File: config.mk
export PLATFORM = sky130hd
export DESIGN_NAME = hazard_unit
export DESIGN_NICKNAME = d
export VERILOG_FILES = /design/src/rtl/hazard_unit.sv
export SDC_FILE = /design/constraint.sdc
export NUM_CORES = 1
export LEC_CHECK = 0
export ABC_CLOCK_PERIOD_IN_PS = 3100
export CORE_UTILIZATION = 52
export DETAILED_ROUTE_END_ITERATION = 16
export GPL_TIMING_DRIVEN = 0
export PLACE_DENSITY_LB_ADDON = 0.08
export SYNTH_ARGS = -nofsm -noshare
export SYNTH_HDL_FRONTEND = slang
export SYNTH_SLANG_ARGS = --single-unit
File: constraint.sdc
create_clock -name CLK -period 3.1 [get_ports CLK]
set_input_delay 0.93 -clock CLK [delete_from_list [all_inputs] [get_ports CLK]]
set_output_delay 0.93 -clock CLK [all_outputs]
set_load 0.005 [all_outputs]
File: src/rtl/hazard_unit.sv
// Hazard/forwarding control for the F/D/E/M/W pipeline: combinational stall, flush and forward selects
// from E/M/W shadow registers; stalls on data-memory wait, with a sticky watchdog flag.
module hazard_unit #(
  parameter int RA_W    = 4,
  parameter int PC_REG  = 15,
  parameter int TIMEOUT = 255
) (
  input  logic            CLK,
  input  logic            RESET,
  input  logic [RA_W-1:0] Ra1D,
  input  logic [RA_W-1:0] Ra2D,
  input  logic [RA_W-1:0] WA3D,
  input  logic            RegWriteD,
  input  logic            MemtoRegD,
  input  logic            MemReqD,
  input  logic            RegWriteEOut,
  input  logic            PCSrcEOut,
  input  logic            MemReadyM,
  output logic [1:0]      ForwardAE,
  output logic [1:0]      ForwardBE,
  output logic            StallF,
  output logic            StallD,
  output logic            StallE,
  output logic            StallM,
  output logic            FlushD,
  output logic            FlushE,
  output logic            FlushW,
  output logic            MemTimeout
);

  localparam int              CW       = $clog2(TIMEOUT + 1);
  localparam logic            RUN      = 1'b0;
  localparam logic            MEM_WAIT = 1'b1;
  localparam logic [RA_W-1:0] PC_IDX   = RA_W'(PC_REG);
  localparam logic [CW-1:0]   CNT_MAX  = CW'(TIMEOUT);

  logic [RA_W-1:0] ra1_e_q, ra1_e_d, ra2_e_q, ra2_e_d, wa3_e_q, wa3_e_d;
  logic            reg_write_e_q, reg_write_e_d, memto_reg_e_q, memto_reg_e_d;
  logic            mem_req_e_q, mem_req_e_d;
  logic [RA_W-1:0] wa3_m_q, wa3_m_d, wa3_w_q, wa3_w_d;
  logic            reg_write_m_q, reg_write_m_d, mem_req_m_q, mem_req_m_d;
  logic            reg_write_w_q, reg_write_w_d;
  logic            state_q, state_d;
  logic [CW-1:0]   cnt_q, cnt_d;
  logic            timeout_q, timeout_d;
  logic            first_q, first_d;

  logic memstall, ldrstall, active;

  // Outputs are held at zero during reset and for the one cycle after it.
  always_comb begin
    memstall = mem_req_m_q & ~MemReadyM;
    ldrstall = memto_reg_e_q & reg_write_e_q & ((wa3_e_q == Ra1D) | (wa3_e_q == Ra2D));
    active   = ~RESET & ~first_q;
    StallF     = active & ((ldrstall & ~PCSrcEOut) | memstall);
    StallD     = active & (ldrstall | memstall);
    StallE     = active & memstall;
    StallM     = active & memstall;
    FlushD     = active & PCSrcEOut & ~memstall;
    FlushE     = active & (ldrstall | PCSrcEOut) & ~memstall;
    FlushW     = active & memstall;
    MemTimeout = active & timeout_q;
  end

  // M has priority over W; the PC register is never forwarded.
  always_comb begin
    ForwardAE = 2'b00;
    ForwardBE = 2'b00;
    if (active) begin
      if (reg_write_m_q && wa3_m_q == ra1_e_q && ra1_e_q != PC_IDX)      ForwardAE = 2'b10;
      else if (reg_write_w_q && wa3_w_q == ra1_e_q && ra1_e_q != PC_IDX) ForwardAE = 2'b01;
      if (reg_write_m_q && wa3_m_q == ra2_e_q && ra2_e_q != PC_IDX)      ForwardBE = 2'b10;
      else if (reg_write_w_q && wa3_w_q == ra2_e_q && ra2_e_q != PC_IDX) ForwardBE = 2'b01;
    end
  end

  always_comb begin
    ra1_e_d       = ra1_e_q;
    ra2_e_d       = ra2_e_q;
    wa3_e_d       = wa3_e_q;
    reg_write_e_d = reg_write_e_q;
    memto_reg_e_d = memto_reg_e_q;
    mem_req_e_d   = mem_req_e_q;
    wa3_m_d       = wa3_m_q;
    reg_write_m_d = reg_write_m_q;
    mem_req_m_d   = mem_req_m_q;
    wa3_w_d       = wa3_w_q;
    reg_write_w_d = reg_write_w_q;
    if (memstall) begin
      reg_write_w_d = 1'b0;
    end else begin
      if (FlushE) begin
        ra1_e_d       = '0;
        ra2_e_d       = '0;
        wa3_e_d       = '0;
        reg_write_e_d = 1'b0;
        memto_reg_e_d = 1'b0;
        mem_req_e_d   = 1'b0;
      end else begin
        ra1_e_d       = Ra1D;
        ra2_e_d       = Ra2D;
        wa3_e_d       = WA3D;
        reg_write_e_d = RegWriteD;
        memto_reg_e_d = MemtoRegD;
        mem_req_e_d   = MemReqD;
      end
      // M takes the condition-qualified write, not the raw decode flag.
      wa3_m_d       = wa3_e_q;
      reg_write_m_d = RegWriteEOut;
      mem_req_m_d   = mem_req_e_q;
      wa3_w_d       = wa3_m_q;
      reg_write_w_d = reg_write_m_q;
    end
  end

  always_comb begin
    state_d   = state_q;
    cnt_d     = cnt_q;
    timeout_d = timeout_q;
    first_d   = 1'b0;
    case (state_q)
      RUN: begin
        if (memstall) begin
          state_d = MEM_WAIT;
          cnt_d   = '0;
        end
      end
      MEM_WAIT: begin
        if (MemReadyM)             state_d = RUN;
        else if (cnt_q != CNT_MAX) cnt_d   = cnt_q + 1'b1;
      end
      default: state_d = RUN;
    endcase
    if (state_d == MEM_WAIT && cnt_d == CNT_MAX) timeout_d = 1'b1;
  end

  always_ff @(posedge CLK) begin
    if (RESET) begin
      ra1_e_q       <= '0;
      ra2_e_q       <= '0;
      wa3_e_q       <= '0;
      reg_write_e_q <= 1'b0;
      memto_reg_e_q <= 1'b0;
      mem_req_e_q   <= 1'b0;
      wa3_m_q       <= '0;
      reg_write_m_q <= 1'b0;
      mem_req_m_q   <= 1'b0;
      wa3_w_q       <= '0;
      reg_write_w_q <= 1'b0;
      state_q       <= RUN;
      cnt_q         <= '0;
      timeout_q     <= 1'b0;
      first_q       <= 1'b1;
    end else begin
      ra1_e_q       <= ra1_e_d;
      ra2_e_q       <= ra2_e_d;
      wa3_e_q       <= wa3_e_d;
      reg_write_e_q <= reg_write_e_d;
      memto_reg_e_q <= memto_reg_e_d;
      mem_req_e_q   <= mem_req_e_d;
      wa3_m_q       <= wa3_m_d;
      reg_write_m_q <= reg_write_m_d;
      mem_req_m_q   <= mem_req_m_d;
      wa3_w_q       <= wa3_w_d;
      reg_write_w_q <= reg_write_w_d;
      state_q       <= state_d;
      cnt_q         <= cnt_d;
      timeout_q     <= timeout_d;
      first_q       <= first_d;
    end
  end

endmodule
==> results of run 1 <==
-- per-stage QoR --
step,instances,worst slack (ns),util [%]
floorplan,237,0.144,-
global placement,314,-1.20,66.6
detailed placement,314,-1.17,66.6
CTS,331,0.0478,70.5
global route,332,0.00279,71.4
finish,332,0.0542,71.4
-- kinds of logic after synthesis --
| kind of cell | share of synthesized area, % |
|---|---|
| AO/OA/AOI/OAI | 15.7 |
| XOR/XNOR | 9.18 |
| adder cells (fa/ha/maj) | 0.656 |
| buffers and inverters | 5.05 |
| flip-flops | 38.8 |
| multiplexers | 1.64 |
| AND/OR/NAND/NOR | 28.9 |
-- layout by cell type, fill, tap and decap left out, types with 2 or more instances in the layout --
master,Yosys,routed
mux2i_1,2,2
xnor2_1,6,6
dfxtp_1,37,37
a41oi_1,2,2
clkbuf_2,0,2
or2b_2,2,2
clkbuf_4,0,6
clkdlybuf4s50_1,0,14
nor4_2,0,2
buf_6,2,4
inv_1,4,3
nor3b_1,2,2
xor2_2,0,3
nor2b_1,4,4
a21oi_1,24,24
nand2b_1,2,2
xor2_1,14,11
buf_2,2,11
nand2_1,39,37
and2_1,3,3
buf_1,2,2
nor2_1,11,10
a31oi_1,2,2
nor3_1,2,2
nand4_1,5,5
nand3_1,26,26
and4_1,3,3
buf_4,2,12
clkinv_2,0,2
clkbuf_1,7,4
nand2_2,0,2
o21a_1,2,2
dlygate4sd2_1,0,5
o21ai_0,7,7
-- worst max path at each step --
| stage | end | from | cells past startpoint |
|---|---|---|---|
| CTS | FlushD | MemReadyM | 5 |
| finish | FlushD | MemReadyM | 5 |
| global route | StallM | MemReadyM | 9 |
| detailed placement | StallF | RESET | 6 |
| floorplan | StallF | Ra2D[1] | 5 |
| global placement | StallF | RESET | 6 |
-- sequential cells by signal (all words and copies together), names as in the netlist, 4 cells and up --
name,flops
cnt_q,8
wa3_w_q,4
ra2_e_q,4
wa3_m_q,4
wa3_e_q,4
ra1_e_q,4
-- cell type report --
| type | instances | area, sq um | area share, % |
|---|---|---|---|
| Timing Repair Buffer | 42 | 345 | 14.2 |
| Clock buffer | 6 | 41.3 | 1.69 |
| Inverter | 4 | 15.0 | 0.616 |
| Buffer | 14 | 98.8 | 4.05 |
| Multi-Input combinational cell | 181 | 1130 | 46.3 |
| Clock inverter | 2 | 10.0 | 0.410 |
| Tap cell | 46 | 57.6 | 2.36 |
| Sequential cell | 37 | 741 | 30.4 |
-- per-layer routing --
metal  routed length, um  track usage, %  vias to the layer above  part of all wire [%]
met5                   0               0                        -                     0
met4                  42            7.85                        0                  0.93
met3                 190            6.02                        4                   4.2
met2                2030            38.7                       40                    45
met1                2270            34.9                      867                    50
li1                    -               -                      922                     -
-- where the power goes --
group | internal (W) | total, W | switching [W]
Clock | 0.0000865 | 0.000244 | 0.000157
Combinational | 0.0000611 | 0.000119 | 0.0000575
Sequential | 0.000496 | 0.000522 | 0.0000268
Total | 0.000643 | 0.000885 | 0.000242
-- worst min-delay path, stage by stage, from the launching register on --
cell and delay [ns]:
dfxtp_1 0.33, nand2_1 0.05, a21oi_1 0.05
-- what timing repair did --
item | in CTS | in global routing
pin swaps | 5 | 3
endpoints found under the setup margin | 12 | 1
resized for setup | 66 | 9
buffers inserted | 11 | 1
==> out/results.txt, run 1 <==
status: completed
Die H: 62.6 um
Final Slew Violations: 0
Post-route DRC: 0
syn nets: 258
element type at the critical path end: output pin
cts bufs inserted: 5
worst flop-to-flop path endpoint: timeout_q
CTS Hold Bufs: 0
f_max: 328 MHz
nets@finish: 306
Hold Vio Cnt, Final: 0
Reg2Reg Depth: 7
I/O Pins: 32
required time worst endpoint: 2.17 ns
synth top area cells: dfxtp_1 39%, nand2_1 7.7%, nand3_1 6.8%
routed vias/inst: 5.52
Hold Crit Class: reg2reg
Finish-stage setup viols: 0
Mapped Cells: 237
placed cell area: 2280 sq um
Pre-antenna DRT Iters: 4
clock period minus final worst setup slack: 3.05 ns
gr usage total: 25.3%
antenna violations before repair: 0
GP Congestion: 0.883
Routed WL: 4530 um
most numerous cell in the Yosys netlist: nand2_1
largest net degree at the start of global routing: 20
Crit path buffers/inverters: 3
H-tree depth: 2
Avg WL per Cell: 13.6 um
count of cell types in the netlist: 46
fill count: 296
Max clock buf depth: 2
Final Cycle Share: 98.3%
worst hold slack: 0.464 ns
CP max-delay cell: clkdlybuf4s50_1
Most used DFF post-synth: dfxtp_1
Post-Syn Area: 1910 sq um
Slew HR: 62.9%
dpl hpwl: 3190 um
cell taking the most area after synthesis: dfxtp_1
Worst R2R Setup Slack: 1.12 ns
clock root buffer: clkbuf_4
IO buf count: 31
CP Max Fanout: 4
iteration-0 DRC count of the detailed router: 115
CTS sink cnt: 37
Rows: 21
Final Instance Area: 2440 sq um
Worst-path clk slew: 0.11 ns
vias in the first global route: 1,724
TNS Setup: 0 ns
syn_area_per_cell: 8.05 sq um
family with the most delay on the worst path: buffers and inverters
diodes inserted: 0
Arr. time, crit path: 2.12 ns
Hold EP: mem_req_e_q
grt total ovfl: 0
ANT nets after route: 0
DR vias: 1,833
synthesized flop and latch total: 37
post-synthesis sequential area ratio: 38.8%
hold path startpoint: mem_req_e_q
Layout Skew: 0.00493 ns
fraction of layout cells with a size suffix above 1: 20.3%
startpoint types: primary input
async set-reset flop share out of synthesis: 0%
core area: 3420 sq um
worst hold stages: 2
die extent in x: 62.6 um
Worst Path Class, Setup: in2out
Initial Util: 55.9%
unrepaired setup endpoints after global routing: no
global-route wire length before repair: 7810 um
Pleak: 0.996 nW
CTS tree: done
Tightest Pin Transition: 0.557 ns
RR Startpoint: cnt_q[0]
synth warn: 0
PwrDens: 363 nW/um^2
most frequent cells after synthesis: 39 x nand2_1, 37 x dfxtp_1, 26 x nand3_1
max cap viols: 0
Die ar.: 3920 sq um
CP max stage delay: 0.44 ns
crit-path cells: dlygate4sd2_1, or2b_2, nand3_1, inv_1, clkdlybuf4s50_1
post-synth top area share: 38.8%
Worst VDD drop: 0.314 mV
Syn-to-layout area delta: 27.8%
clk_lat worst skew: 0.33 ns
Power, Total: 0.000885 W
Post-synth EDFFs: 0
Note: power is estimated with default switching activity, not from simulation.
==> inputs of run 2 (changes only) <==
--- a/config.mk
+++ b/config.mk
@@ -10,6 +10,7 @@
 export DETAILED_ROUTE_END_ITERATION = 16
 export GPL_TIMING_DRIVEN = 0
 export PLACE_DENSITY_LB_ADDON = 0.08
+export SETUP_SLACK_MARGIN = 0.2
 export SYNTH_ARGS = -nofsm -noshare
 export SYNTH_HDL_FRONTEND = slang
 export SYNTH_SLANG_ARGS = --single-unit
==> out/results.txt, run 2 (same netlist as run 1, synthesis figures left out) <==
status: finished, violations left
violations in the final reports: setup timing
vias in the first global route: 1,790 (+3.8%)
nets@finish: 310 (+1.3%)
unrepaired setup endpoints after global routing: yes
commonest non-fill, non-tap cell in the layout: nand2_1
Psw: 0.000258 W (+6.7%)
clock period minus final worst setup slack: 3.13 ns (+0.0794 ns)
Slew HR: 60.3% (-2.6 points)
Worst R2R Setup Slack: 1.13 ns (about the same)
dpl hpwl: 3300 um (+3.5%)
switching share of power: 28.5% (+1.2 points)
sequential power share: 57.9% (-1.1 points)
RR Startpoint: cnt_q[0]
Arr. time, crit path: 2.20 ns (+0.08 ns)
H-tree depth: 2 (unchanged)
Pleak: 1.04 nW (+4.3%)
GP Congestion: 0.868 (-1.7%)
CTS Hold Bufs: 0 (unchanged)
TNS Setup: -0.0429 ns (-0.0429 ns)
Die ar.: 3920 sq um (unchanged)
Die H: 62.6 um (unchanged)
ANT nets after route: 0 (unchanged)
Routed WL: 5010 um (+11%)
worst hold slack: 0.471 ns (+0.00660 ns)
Tightest Pin Transition: 0.596 ns (+0.0389 ns)
Hold Crit Class: reg2reg
startpoint types: primary input
diodes inserted: 0 (unchanged)
CTS sink cnt: 37 (unchanged)
Layout Skew: 0.00379 ns (-0.00114 ns)
Pre-antenna DRT Iters: 5 (+1)
pre-CTS WS: -1.19 ns (-0.0247 ns)
IO buf count: 31 (unchanged)
Largest Register: cnt_q
PwrDens: 359 nW/um^2 (-0.99%)
Worst VDD drop: 0.298 mV (-5.1%)
Initial Util: 55.9% (unchanged)
Final Slew Violations: 0 (unchanged)
global-route wire length before repair: 8490 um (+8.7%)
max FFs per register: 8 (unchanged)
f_max: 320 MHz (-2.5%)
Int Power: 0.000646 W (+0.51%)
clock root buffer: clkbuf_4
gr usage total: 27.9% (+2.6 points)
I/O Pins: 32 (unchanged)
die extent in x: 62.6 um (unchanged)
DR vias: 1,905 (+3.9%)
Max clock buf depth: 2 (unchanged)
routed vias/inst: 5.67 (+2.7%)
grt total ovfl: 0 (unchanged)
Post-route DRC: 0 (unchanged)
Final Cycle Share: 101% (+2.6 points)
clk_lat worst skew: 0.36 ns (+0.03 ns)
Worst-path clk slew: 0.11 ns (about the same)
core area: 3420 sq um (unchanged)
combinational power share: 13.8% (+0.4 points)
iteration-0 DRC count of the detailed router: 118 (+2.6%)
Hold Vio Cnt, Final: 0 (unchanged)
Syn-to-layout area delta: 31.9%
Worst Path Class, Setup: in2out
Avg WL per Cell: 14.9 um (+9.5%)
worst flop-to-flop path endpoint: timeout_q
Reg2Reg Depth: 7 (unchanged)
required time worst endpoint: 2.17 ns (about the same)
element type at the critical path end: output pin
worst hold stages: 2 (unchanged)
CP Max Fanout: 3 (-1)
fraction of layout cells with a size suffix above 1: 25.2% (+4.9 points)
largest net degree at the start of global routing: 13 (-35%)
cts bufs inserted: 5 (unchanged)
antenna violations before repair: 0 (unchanged)
hold path startpoint: memto_reg_e_q
Hold EP: memto_reg_e_q
clock network fraction of total power: 28.3% (+0.7 points)
CTS tree: done
Rows: 21 (unchanged)
Finish-stage setup viols: 2 (+2)
max cap viols: 0 (unchanged)
most frequent cells in the layout: 37 x nand2_1, 33 x dfxtp_1, 25 x nand3_1
final setup margin: -0.0252 ns (-0.0794 ns)
-- run 2: cell types whose count changed in the layout (fill, tap and decap cells not counted), moves of 3 or more --
cell and change:
dfxtp_1 -4, dfxtp_2 +4, clkdlybuf4s50_1 -5, buf_4 +4, buf_6 +4, buf_2 -3
-- run 2: cell type report --
| class | count | area, sq um |
|---|---|---|
| Tap cell | 46 | 57.6 |
| Inverter | 4 | 15.0 |
| Sequential cell | 37 | 746 |
| Buffer | 15 | 115 |
| Multi-Input combinational cell | 181 | 1150 |
| Timing Repair Buffer | 45 | 378 |
| Clock buffer | 5 | 37.5 |
| Clock inverter | 3 | 17.5 |
| Fill cell | 283 | 898 |
-- run 2: metal layers --
layer,GRT usage [%],up-vias,part of all wire (%)
met1,36.8,900,46
met2,44.6,65,47
li1,-,931,-
met4,11.0,0,1.4
met3,5.66,9,5.9
met5,0,-,0
-- run 2: how the worst max path moves through the flow --
stage,startpoint,to,slack (ns),cells after the start
after floorplan,Ra1D[1],StallF,0.20,5
after global placement,RESET,StallF,-1.17,6
after detailed placement,RESET,StallF,-1.19,6
after CTS,Ra2D[2],StallF,-0.06,8
after global routing,Ra1D[1],StallF,-0.07,8
final,Ra1D[1],FlushE,-0.03,8
-- run 2: per-stage QoR --
stage                     utilization, %  instance area (sq um)  instances  power, W
after floorplan                        -                   1920        237  0.000588
after global placement              67.1                   2290        314  0.000639
after detailed placement            67.1                   2290        314  0.000642
after CTS                           72.0                   2460        335  0.000896
after global routing                73.7                   2520        336  0.000945
final                               73.7                   2520        336  0.000904
-- run 2: timing repair --
action	CTS	global route
endpoints found under the setup margin	12	7
pin swaps	6	4
gates resized for setup	78	24
setup buffers	13	1
-- run 2: worst max-delay path, stage by stage --
cell and delay, ns:
buf_6 0.10, xor2_2 0.13, nor4_2 0.31, o2111ai_2 0.19, buf_6 0.16, buf_4 0.13, o21ai_2 0.11, buf_2 0.13
-- run 2: power by group through the flow --
stage          Combinational, W  Clock [W]  Sequential [W]
6_report               0.000125   0.000256        0.000524
5_1_grt                0.000138   0.000281        0.000527
4_1_cts                0.000117   0.000258        0.000521
3_5_place_dp           0.000110          0        0.000531
3_3_place_gp           0.000109          0        0.000531
2_1_floorplan         0.0000633          0        0.000524
